File: src/rtl/rs_alloc_issue_ctrl_pkg.sv
// Shared sizing for the reservation-station allocate/issue controller.
// Holds the default entry count and the index-width helper used by every file.
package rs_alloc_issue_ctrl_pkg;

  localparam int RS_SIZE = 8;

  // Index width that stays at least 1 bit even for degenerate sizes.
  function automatic int idx_w(input int n);
    return (n < 2) ? 1 : $clog2(n);
  endfunction

  localparam int RS_IDX_W = idx_w(RS_SIZE);

endpackage

File: src/rtl/rs_alloc_issue_ctrl_rr_priority_sel.sv
// Rotating priority encoder: first set bit of req at or above ptr, wrapping.
// Purely combinational, 0-cycle; no flow control of its own.
module rr_priority_sel
  import rs_alloc_issue_ctrl_pkg::*;
#(
  parameter int N = RS_SIZE,
  parameter int W = idx_w(N)
) (
  input  logic [N-1:0] req,
  input  logic [W-1:0] ptr,
  output logic         vld,
  output logic [W-1:0] idx
);

  logic [W-1:0] pos;

  // N is a power of two, so W-bit addition wraps modulo N for free.
  always_comb begin
    vld = 1'b0;
    idx = '0;
    pos = '0;
    for (int i = 0; i < N; i++) begin
      pos = ptr + W'(i);
      if (!vld && req[pos]) begin
        vld = 1'b1;
        idx = pos;
      end
    end
  end

endmodule

File: src/rtl/rs_alloc_issue_ctrl.sv
// RS allocate/issue controller: 0-cycle lowest-free allocation and round-robin issue gated by fu_ready.
// Dispatch stalls via rs_full; squash clears all entries. Optional perf counters under RS_PERF_CNT_EN.
module rs_alloc_issue_ctrl
  import rs_alloc_issue_ctrl_pkg::*;
#(
  parameter int N_ENTRIES = RS_SIZE,
  parameter int IDX_W     = idx_w(N_ENTRIES)
) (
  input  logic                 clock,
  input  logic                 reset,
  input  logic                 dispatch_valid,
  input  logic [N_ENTRIES-1:0] entry_busy,
  input  logic [N_ENTRIES-1:0] entry_ready,
  input  logic                 fu_ready,
  input  logic                 squash,
  output logic [N_ENTRIES-1:0] entry_wr_en,
  output logic [N_ENTRIES-1:0] entry_clear,
  output logic                 issue_valid,
  output logic [IDX_W-1:0]     issue_idx,
  output logic                 rs_full,
  output logic [IDX_W:0]       free_count
`ifdef RS_PERF_CNT_EN
  ,
  output logic [31:0]          dispatch_stall_cnt,
  output logic [31:0]          issue_cnt
`endif
);

  localparam logic [N_ENTRIES-1:0] ONE_N   = N_ENTRIES'(1);
  localparam logic [IDX_W:0]       ONE_CNT = (IDX_W + 1)'(1);

  logic [IDX_W-1:0]     rr_ptr;
  logic [N_ENTRIES-1:0] cand;
  logic [N_ENTRIES-1:0] clr_issue;
  logic [N_ENTRIES-1:0] free;
  logic                 sel_vld;
  logic [IDX_W-1:0]     sel_idx;
  logic                 issue_go;
  logic [IDX_W:0]       idle_cnt;

  // Busy masking makes stray ready flags on empty entries harmless.
  assign cand = entry_busy & entry_ready;

  rr_priority_sel #(
    .N (N_ENTRIES),
    .W (IDX_W)
  ) u_rr_sel (
    .req (cand),
    .ptr (rr_ptr),
    .vld (sel_vld),
    .idx (sel_idx)
  );

  assign issue_go    = sel_vld & fu_ready & ~squash & ~reset;
  assign issue_valid = issue_go;
  assign issue_idx   = issue_go ? sel_idx : '0;

  always_comb begin
    clr_issue = '0;
    if (issue_go) clr_issue[sel_idx] = 1'b1;
  end

  assign entry_clear = (reset | squash) ? '1 : clr_issue;

  // The entry leaving this cycle still reads busy, but is excluded anyway so
  // dispatch and issue can never collide on one slot.
  assign free        = ~entry_busy & ~clr_issue;
  assign rs_full     = (free == '0);
  assign entry_wr_en = (dispatch_valid & ~squash & ~reset) ? (free & (~free + ONE_N)) : '0;

  always_comb begin
    idle_cnt = '0;
    for (int i = 0; i < N_ENTRIES; i++) begin
      if (!entry_busy[i]) idle_cnt = idle_cnt + ONE_CNT;
    end
  end

  assign free_count = idle_cnt;

  always_ff @(posedge clock or posedge reset) begin
    if (reset) begin
      rr_ptr <= '0;
    end else if (squash) begin
      rr_ptr <= '0;
    end else if (issue_go) begin
      rr_ptr <= sel_idx + IDX_W'(1);
    end
  end

`ifdef RS_PERF_CNT_EN
  always_ff @(posedge clock or posedge reset) begin
    if (reset) begin
      dispatch_stall_cnt <= '0;
      issue_cnt          <= '0;
    end else begin
      if (dispatch_valid && rs_full && !squash && (dispatch_stall_cnt != 32'hFFFF_FFFF))
        dispatch_stall_cnt <= dispatch_stall_cnt + 32'd1;
      if (issue_go && (issue_cnt != 32'hFFFF_FFFF))
        issue_cnt <= issue_cnt + 32'd1;
    end
  end
`endif

endmodule

File: config.mk
export PLATFORM = sky130hd
export DESIGN_NAME = rs_alloc_issue_ctrl
export DESIGN_NICKNAME = d
export VERILOG_FILES = /design/src/rtl/rs_alloc_issue_ctrl_pkg.sv /design/src/rtl/rs_alloc_issue_ctrl_rr_priority_sel.sv /design/src/rtl/rs_alloc_issue_ctrl.sv
export SDC_FILE = /design/constraint.sdc
export NUM_CORES = 1
export LEC_CHECK = 0
export ABC_AREA = 0
export CORE_ASPECT_RATIO = 0.6
export CORE_MARGIN = 3
export CORE_UTILIZATION = 50
export CTS_CLUSTER_SIZE = 20
export DETAILED_ROUTE_END_ITERATION = 10
export PLACE_DENSITY = 0.81
export RECOVER_POWER = 50
export SLEW_MARGIN = 20
export SYNTH_ARGS = -nofsm -noshare
export SYNTH_HDL_FRONTEND = slang
export SYNTH_SLANG_ARGS = --single-unit
File: constraint.sdc
create_clock -name clock -period 5.6 [get_ports clock]
set_input_delay 1.12 -clock clock [delete_from_list [all_inputs] [get_ports clock]]
set_output_delay 1.12 -clock clock [all_outputs]
set_load 0.02 [all_outputs]
==> results.yml, run 1 <==
power_and_ir_drop:
  peakVddDrop_mv: 0.282
  power.share.sequential_pct: 4.4
  finalPower_mw: 1.38
  p_comb_share_pct: 91.1
  power_density_nw_per_um2: 468
  p_sw_share_pct: 52.0
  p_sw_mw: 0.717
  p_int_mw: 0.663
  leakage_nw: 1.22
  p_clk_share_pct: 4.5
place:
  dp_hpwl_um: 5590
  place_congestion: 0.969
  port-buffer-count: 45
  post-place-ws_ns: -0.925
sta:
  setup_tns_ns: 0
  fmax_ghz: 0.183
  setup_ws_ns: 0.123
  finalHoldViolations: 0
  layout_min_cycle_time_ns: 5.48
  slew_headroom_pct: 50.4
  min_period_over_period_pct: 97.8
  max_slew.worst_pin.slew_ns: 0.744
  slew_violations: 0
  setup-violations-final: 0
  skew_ns: 0.000626
clock_tree:
  cts.htree.levels: 1
  max-clock-path-buffers: 2
  clock-sinks: 3
  tritoncts: "built"
  numCtsBuffers: 3
  cts-root-buf: "clkbuf_8"
  path_clk_slew_ns: 0.03
  clock_latency_ns: 0.21
  postCtsHoldBufs: 0
critical_path:
  arrival_ns: 4.36
  rr_worst_depth: 13
  critPathLaunchType: "input port"
  cp.required_ns: 4.48
  critPathMaxFanout: 3
  endpoint_kind: "primary output"
  path_class: "in -> out"
synthesis:
  netlist_area_um2: 2060
  yosysWarnings: 0
  syn_nets: 291
  seq_area_frac_synth_pct: 3.65
  synth_top_flop_cell: "dfrtp_1"
  synth_cells: 260
  synth_cell_types: 65
  async_flop_share_pct: 100
  yosys.area.top_type: "mux4_2"
  synth.area.top_cells: "mux4_2, ha_1, nand2_1, xnor2_1, dfrtp_1"
  synth_edf_count: 0
  ys_ff_latch: 3
  syn_avg_cell_area_um2: 7.92
  synth_top_area_share_pct: 16.4
finish:
  fin_util_pct: 77.5
  fillers: 275
  reg_top3: "rr_ptr: 3 flops"
  area_growth_pct: 43.3
  fin_nets: 367
  regArea_um2: 75.1
  drive_above_1_share_pct: 31.0
  multi_input_area_um2: 1950
  final_cell_mix: "buf_4, nand2_1, clkdlybuf4s50_1, nor2_1, mux4_2"
  largest_reg_flops: 3
  max_flop_register: "rr_ptr"
  num_antenna_cells: 0
  final_common_cell: "buf_4"
outcome:
  outcome: "completed"
floorplanning:
  num_rows: 17
  die_y_um: 55.7
  io_pins: 46
  die_w_um: 88.9
  die_area_um2: 4950
  start_util_pct: 54.1
  core_area_um2: 3810
detailed_routing:
  first_iter_violations: 355
  drtPass1Iterations: 5
  viasPerCell: 6.70
  ant_nets: 0
  routedWlPerCell_um: 19.0
  dr_total_vias: 2558
  drc: 0
  drt-total-wl_um: 7280
global_routing:
  overflow: 0
  first_global_vias: 2406
  track_usage_pct: 29.5
  grt_antenna_before_repair: 0
  grt_pass1_wl_um: 11900
  grt_max_degree: 22
hold_path:
  holdPathStages: 3
  hold_path_class: "reg -> reg"
job:
  drv_cap: 0
==> cell type report <==
class,count,share of cell area [%]
clock buffer,4,1.53
sequential,3,2.54
timing repair buffer,87,25.8
inverter,16,2.04
multi-input combinational,225,66.1
tap,47,1.99
==> per-stage QoR <==
stage          hold slack [ns]  cell area (um2)  instances
3_5_place_dp             0.728             2750        374
3_3_place_gp             0.730             2750        374
4_1_cts                  0.737             2900        382
6_report                 0.758             2950        382
2_1_floorplan            0.704             2060        260
5_1_grt                  0.783             2950        382
==> layer usage <==
metal / track usage, % / routed length, um / part of all wire (%)
met1: 44.8 / 3200 / 44
met2: 40.9 / 2960 / 41
met3: 10.1 / 1030 / 14
met4: 3.66 / 76 / 1.0
met5: 0 / 0 / 0
==> synthesized netlist by cell type, drive strengths merged, types with 7 or more instances <==
master,number
xnor2,12
buf,10
nand2,29
o31ai,7
nor3,8
inv,14
o21ai,13
and2,11
nand3,9
nand4,7
nor2,18
mux4,15
ha,10
==> timing repair <==
action                                 CTS  global route
setup endpoints to repair               11             9
buffers inserted                         4             0
gates resized for setup                 41            20
pin swaps                                5             5
endpoints found under the hold margin    0             0
gates cloned                             0             0
==> worst max-delay path, stage by stage <==
cell and delay [ns]:
buf_2 0.11, inv_2 0.05, ha_4 0.29, xnor2_4 0.12, ha_1 0.25, mux2i_1 0.20, inv_1 0.11, ha_4 0.29
nor2_4 0.03, a21oi_2 0.12, ha_1 0.24, mux2_4 0.30, ha_4 0.21, mux2_4 0.29, ha_4 0.21, mux2_4 0.27
buf_6 0.13
==> power by group through the flow <==
stage,Combinational [mW],Clock [mW],Sequential (mW)
floorplan,0.812,0,0.0371
global placement,1.14,0,0.0589
detailed placement,1.16,0,0.0600
CTS,1.19,0.0632,0.0592
global route,1.35,0.0660,0.0629
finish,1.26,0.0620,0.0606
==> kinds of logic (layout without fill, tap and decap cells) <==
| kind of cell | Yosys count | count (layout) | synth area share [%] |
|---|---|---|---|
| buf+inv | 32 | 107 | 7.90 |
| mux | 27 | 27 | 22.8 |
| flops | 3 | 3 | 3.65 |
| xor+xnor | 16 | 16 | 7.53 |
| fa+ha+maj | 10 | 10 | 6.08 |
| compound gates | 63 | 63 | 23.7 |
| simple gates | 109 | 109 | 28.4 |
==> worst paths after layout <==
kind,startpoint,to,slack (ns)
setup / recovery,entry_busy[1],free_count[1],0.12
min in group asynchronous,reset,rr_ptr[2],1.23
hold reg to reg,rr_ptr[1],rr_ptr[1],0.76
setup reg to reg,rr_ptr[1],rr_ptr[2],2.21
max in group asynchronous,reset,rr_ptr[1],4.24
hold / removal,rr_ptr[1],rr_ptr[1],0.76
Power figures use the tool's default switching activity.
==> run 2: changes to the inputs <==
CELL_PAD_IN_SITES_DETAIL_PLACEMENT = 2   (was default)
CELL_PAD_IN_SITES_GLOBAL_PLACEMENT = 2   (was default)
CORE_UTILIZATION = 30   (was 50)
PLACE_DENSITY = 0.84   (was 0.81)
==> run 2 against run 1 <==
  * The flow now finishes with violations (setup timing)
  * Largest cell class unchanged
  * Design area is 7.1% higher
  * Register-to-register slack lost 0.40 ns
  * Die area up 60%
  * Flip-flop and latch count is the same
  * First-iteration DRC count up 14%
  * Maximum frequency down 4.7%
  * Critical path type unchanged
  * Core utilization is 28 points lower
==> results.yml, run 2 (synthesis results as in run 1) <==
detailed_routing:
  viasPerCell: 6.78
  first_iter_violations: 404
  ant_nets: 0
  routedWlPerCell_um: 31.5
  drt-total-wl_um: 13600
  dr_total_vias: 2928
  drc: 0
  drtPass1Iterations: 5
critical_path:
  crit_top_cell: "buf_4"
  cp.required_ns: 4.48
  r2r_slack_ns: 1.81
  regToRegStartpoint: "rr_ptr[1]"
  path_class: "in -> out"
  cp_slowest_stage_delay_ns: 0.58
  r2r_end: "rr_ptr[2]"
  critPathLaunchType: "input port"
  arrival_ns: 4.62
  endpoint_kind: "primary output"
  worstPathCellList: "clkdlybuf4s50_1 -> and2_1 -> mux2i_2 -> mux4_2 -> buf_4 -> nand4_2 -> buf_4 -> o211ai_1 -> inv_2 -> o211a_1 -> nand2_1 -> o21ai_1 -> dlygate4sd2_1"
  critPathMaxFanout: 6
  rr_worst_depth: 13
  cp_slowest_cell: "mux4_2"
sta:
  layout_min_cycle_time_ns: 5.74
  setup_tns_ns: -0.217
  slew_violations: 0
  setup-violations-final: 3
  fmax_ghz: 0.174
  max_slew.worst_pin.slew_ns: 0.622
  slew_headroom_pct: 58.4
  timing.hold.ws_ns: 0.935
  finalHoldViolations: 0
  skew_ns: 0.00152
  min_period_over_period_pct: 103
  setup_ws_ns: -0.144
global_routing:
  track_usage_pct: 31.3
  grt_antenna_before_repair: 1
  grt_max_degree: 21
  first_global_vias: 3085
  overflow: 0
  grt_pass1_wl_um: 19300
place:
  place_inst: 420
  dpl-instance-area_um2: 2880
  port-buffer-count: 45
  dp_hpwl_um: 8530
  place_congestion: 0.922
floorplanning:
  core_area_um2: 6390
  die_area_um2: 7930
  die_w_um: 113
  start_util_pct: 32.2
  num_rows: 22
  io_pins: 46
  die_y_um: 70.2
clock_tree:
  max-clock-path-buffers: 2
  cts-root-buf: "clkbuf_16"
  clock_latency_ns: 0.22
  numCtsBuffers: 3
  path_clk_slew_ns: 0.03
  tritoncts: "built"
  clock-sinks: 3
  cts.htree.levels: 1
hold_path:
  min-delay-start: "rr_ptr[1]"
  hold_path_class: "reg -> reg"
  hold_end: "rr_ptr[1]"
  holdPathStages: 3
finish:
  final_cell_mix: "buf_4, nand2_1, clkdlybuf4s50_1, nor2_1, mux4_2"
  fin_nets: 380
  final_common_cell: "buf_4"
  fin_area_um2: 3160
  area_growth_pct: 53.4
  largest_reg_flops: 3
  num_antenna_cells: 0
  stdcell_count: 432
  max_flop_register: "rr_ptr"
  drive_above_1_share_pct: 36.8
  reg_top3: "rr_ptr: 3 flops"
  fin_util_pct: 49.5
power_and_ir_drop:
  power_density_nw_per_um2: 541
  leakage_nw: 1.27
  peakVddDrop_mv: 0.349
outcome:
  violations: "setup timing"
  outcome: "complete, but fails checks"
job:
  drv_cap: 0
-- run 2: changes by cell type in the layout (fill, tap and decap cells not counted), sizes merged --
cell,change
buf,+14
clkbuf,+3
clkdlybuf4s50,-1
dlygate4sd2,+2
dlymetal6s2s,-5
-- run 2: what timing repair did --
action / in CTS / in global routing
resized for setup: 59 / 24
endpoints found under the setup margin: 13 / 15
pin swaps: 6 / 5
buffers inserted: 6 / 3
hold buffers: 0 / 0
-- run 2: through the flow --
stage	power, mW	setup WS, ns
2_1_floorplan	0.850	0.0577
3_3_place_gp	1.26	-0.881
3_5_place_dp	1.35	-1.22
4_1_cts	1.54	0.00661
5_1_grt	1.78	-0.133
6_report	1.71	-0.144
-- run 2: critical path, delay by kind of cell --
kind | cells | cell delay (ns)
compound gates | 3 | 0.70
buf+inv | 5 | 1.42
simple gates | 3 | 0.60
mux | 2 | 0.76
-- run 2: layer usage --
layer / track usage, % / share of wire (%) / vias to the layer above
li1: - / - / 1174
met1: 40.5 / 40 / 1447
met2: 50.2 / 45 / 230
met3: 7.79 / 9.6 / 75
met4: 11.5 / 5.5 / 2
met5: 0 / 0.096 / -
-- run 2: worst max path at each step --
stage | cells after the start | start | endpoint | slack, ns
finish | 13 | entry_ready[3] | entry_clear[3] | -0.14
global route | 13 | entry_ready[3] | entry_clear[3] | -0.13
CTS | 18 | entry_busy[1] | free_count[1] | 0.007
detailed placement | 17 | entry_busy[0] | free_count[1] | -1.22
global placement | 17 | entry_busy[0] | free_count[1] | -0.88
floorplan | 16 | entry_busy[0] | free_count[2] | 0.06
-- run 2: layout make-up --
class	count	area, um2
Sequential cell	3	75.1
Inverter	16	62.6
Multi-Input combinational cell	225	1990
Clock buffer	4	78.8
Tap cell	84	105
Fill cell	681	3230
Timing Repair Buffer	100	845
-- run 2: power breakdown --
part	internal [mW]	total, mW	switching (mW)
registers	0.0293	0.0597	0.0305
logic	0.646	1.54	0.890
clock network	0.0940	0.114	0.0200
==> run 3: changes to the inputs <==
CORE_ASPECT_RATIO = 0.5   (was 0.6)
==> run 3 against run 2 <==
  * The flow still finishes with violations (setup timing)
  * Combinational power fell by 15%
  * Non-clock buffer count decreased by 9
  * Die area up 0.35%
  * Via count is 7.9% lower
  * Clock power hardly changed
  * Critical path depth is 4 higher
  * Maximum frequency increased by 1.9%
==> results.yml, run 3 (synthesis results as in run 1) <==
floorplanning:
  die_area_um2: 7960
  start_util_pct: 32.4
  die_w_um: 123
  num_rows: 20
  io_pins: 46
  die_y_um: 64.6
  core_area_um2: 6360
critical_path:
  startpoint: "entry_busy[1]"
  arrival_ns: 4.52
  worstPathCellList: "clkdlybuf4s15_2 -> buf_6 -> ha_4 -> mux2i_4 -> ha_4 -> mux2i_4 -> inv_2 -> ha_4 -> nor2_2 -> a21oi_2 -> ha_1 -> mux2_4 -> ha_4 -> mux2_4 -> ha_4 -> mux2_2 -> buf_6"
  cp_slowest_stage_delay_ns: 0.30
  regToRegStartpoint: "rr_ptr[0]"
  path_class: "in -> out"
  r2r_slack_ns: 1.90
  endpoint_kind: "primary output"
  crit_top_cell: "ha_4"
  crit_family: "adder cells"
  cp.required_ns: 4.48
  critPathMaxFanout: 2
  critPathLaunchType: "input port"
  rr_worst_depth: 10
  path_buf_inv: 4
  cp_slowest_cell: "mux2_4"
  r2r_end: "rr_ptr[0]"
sta:
  finalHoldViolations: 0
  slew_headroom_pct: 47.0
  rsz0062_at_grt: "true"
  layout_min_cycle_time_ns: 5.64
  fmax_ghz: 0.177
  max_slew.worst_pin.slew_ns: 0.795
  slew_violations: 0
  skew_ns: 0.00405
  min_period_over_period_pct: 101
  setup-violations-final: 2
  setup_tns_ns: -0.0449
  setup_ws_ns: -0.0378
clock_tree:
  cts-root-buf: "clkbuf_16"
  cts.htree.levels: 1
  clock_latency_ns: 0.23
  path_clk_slew_ns: 0.03
  postCtsHoldBufs: 0
  tritoncts: "built"
  max-clock-path-buffers: 2
  clock-sinks: 3
  numCtsBuffers: 3
power_and_ir_drop:
  leakage_nw: 1.21
  power_density_nw_per_um2: 489
  peakVddDrop_mv: 0.208
  finalPower_mw: 1.49
place:
  port-buffer-count: 45
  place_congestion: 0.867
  dp_hpwl_um: 7860
detailed_routing:
  drt-total-wl_um: 11100
  drc: 0
  dr_total_vias: 2697
  routedWlPerCell_um: 25.9
  ant_nets: 0
  drtPass1Iterations: 4
  first_iter_violations: 178
  viasPerCell: 6.32
finish:
  reg_top3: "rr_ptr: 3 flops"
  largest_reg_flops: 3
  final_common_cell: "buf_4"
  num_antenna_cells: 0
  drive_above_1_share_pct: 33.0
  area_growth_pct: 48.2
  final_cell_mix: "buf_4, nand2_1, clkdlybuf4s50_1, nor2_1, mux4_2"
  fin_nets: 371
  max_flop_register: "rr_ptr"
global_routing:
  grt_pass1_wl_um: 16100
  grt_antenna_before_repair: 0
  grt_max_degree: 18
  first_global_vias: 2936
  overflow: 0
  track_usage_pct: 25.7
hold_path:
  hold_end: "rr_ptr[1]"
  holdPathStages: 3
  min-delay-start: "rr_ptr[1]"
  hold_path_class: "reg -> reg"
job:
  drv_cap: 0
outcome:
  violations: "setup timing"
  outcome: "complete, but fails checks"
run 3: layer usage:
| layer | track usage [%] | routed length, um | vias to the layer above |
|---|---|---|---|
| met4 | 8.00 | 546 | 0 |
| met2 | 47.8 | 5430 | 157 |
| met1 | 31.2 | 4310 | 1335 |
| met3 | 2.70 | 787 | 53 |
| met5 | 0 | 0 | - |
| li1 | - | - | 1152 |
run 3: tightest hold or removal path: cells and delay by family (launching register included):
kind                   cells  cell delay (ns)
flip-flops                 1             0.41
AO/OA/AOI/OAI              1             0.12
buffers and inverters      2             0.30
run 3: where the power goes:
group	total, mW	switching [mW]	internal, mW
Sequential	0.0726	0.0436	0.0290
Combinational	1.31	0.715	0.591
Clock	0.114	0.0200	0.0940
run 3: cell type report:
class	count	area [um2]
multi-input combinational	225	1960
sequential	3	75.1
fill	713	3300
clock buffer	4	78.8
timing repair buffer	91	771
inverter	16	60.1
tap	88	110
run 3: repair_timing:
action / CTS / global route
buffers inserted: 4 / 1
resized for setup: 50 / 23
pin swaps: 4 / 1
endpoints found under the hold margin: 0 / 0
endpoints found under the setup margin: 12 / 9
gates cloned: 0 / 0
run 3: worst max-delay path by stage:
| stage | to | slack [ns] | cells past startpoint |
|---|---|---|---|
| final | free_count[1] | -0.04 | 17 |
| after floorplan | free_count[2] | 0.06 | 16 |
| after CTS | free_count[1] | 0.02 | 17 |
| after global routing | free_count[1] | -0.14 | 17 |
| after detailed placement | free_count[2] | -1.05 | 18 |
| after global placement | free_count[2] | -0.80 | 18 |
run 3: metrics by stage:
stage,std cells,instance area (um2),worst slack (ns),hold slack [ns],util [%]
global placement,418,2830,-0.797,0.790,44.4
floorplan,260,2060,0.0577,0.704,-
detailed placement,418,2830,-1.05,0.837,44.4
finish,427,3050,-0.0378,0.896,48.0
global route,427,3050,-0.144,0.914,48.0
CTS,426,3020,0.0152,0.884,47.4
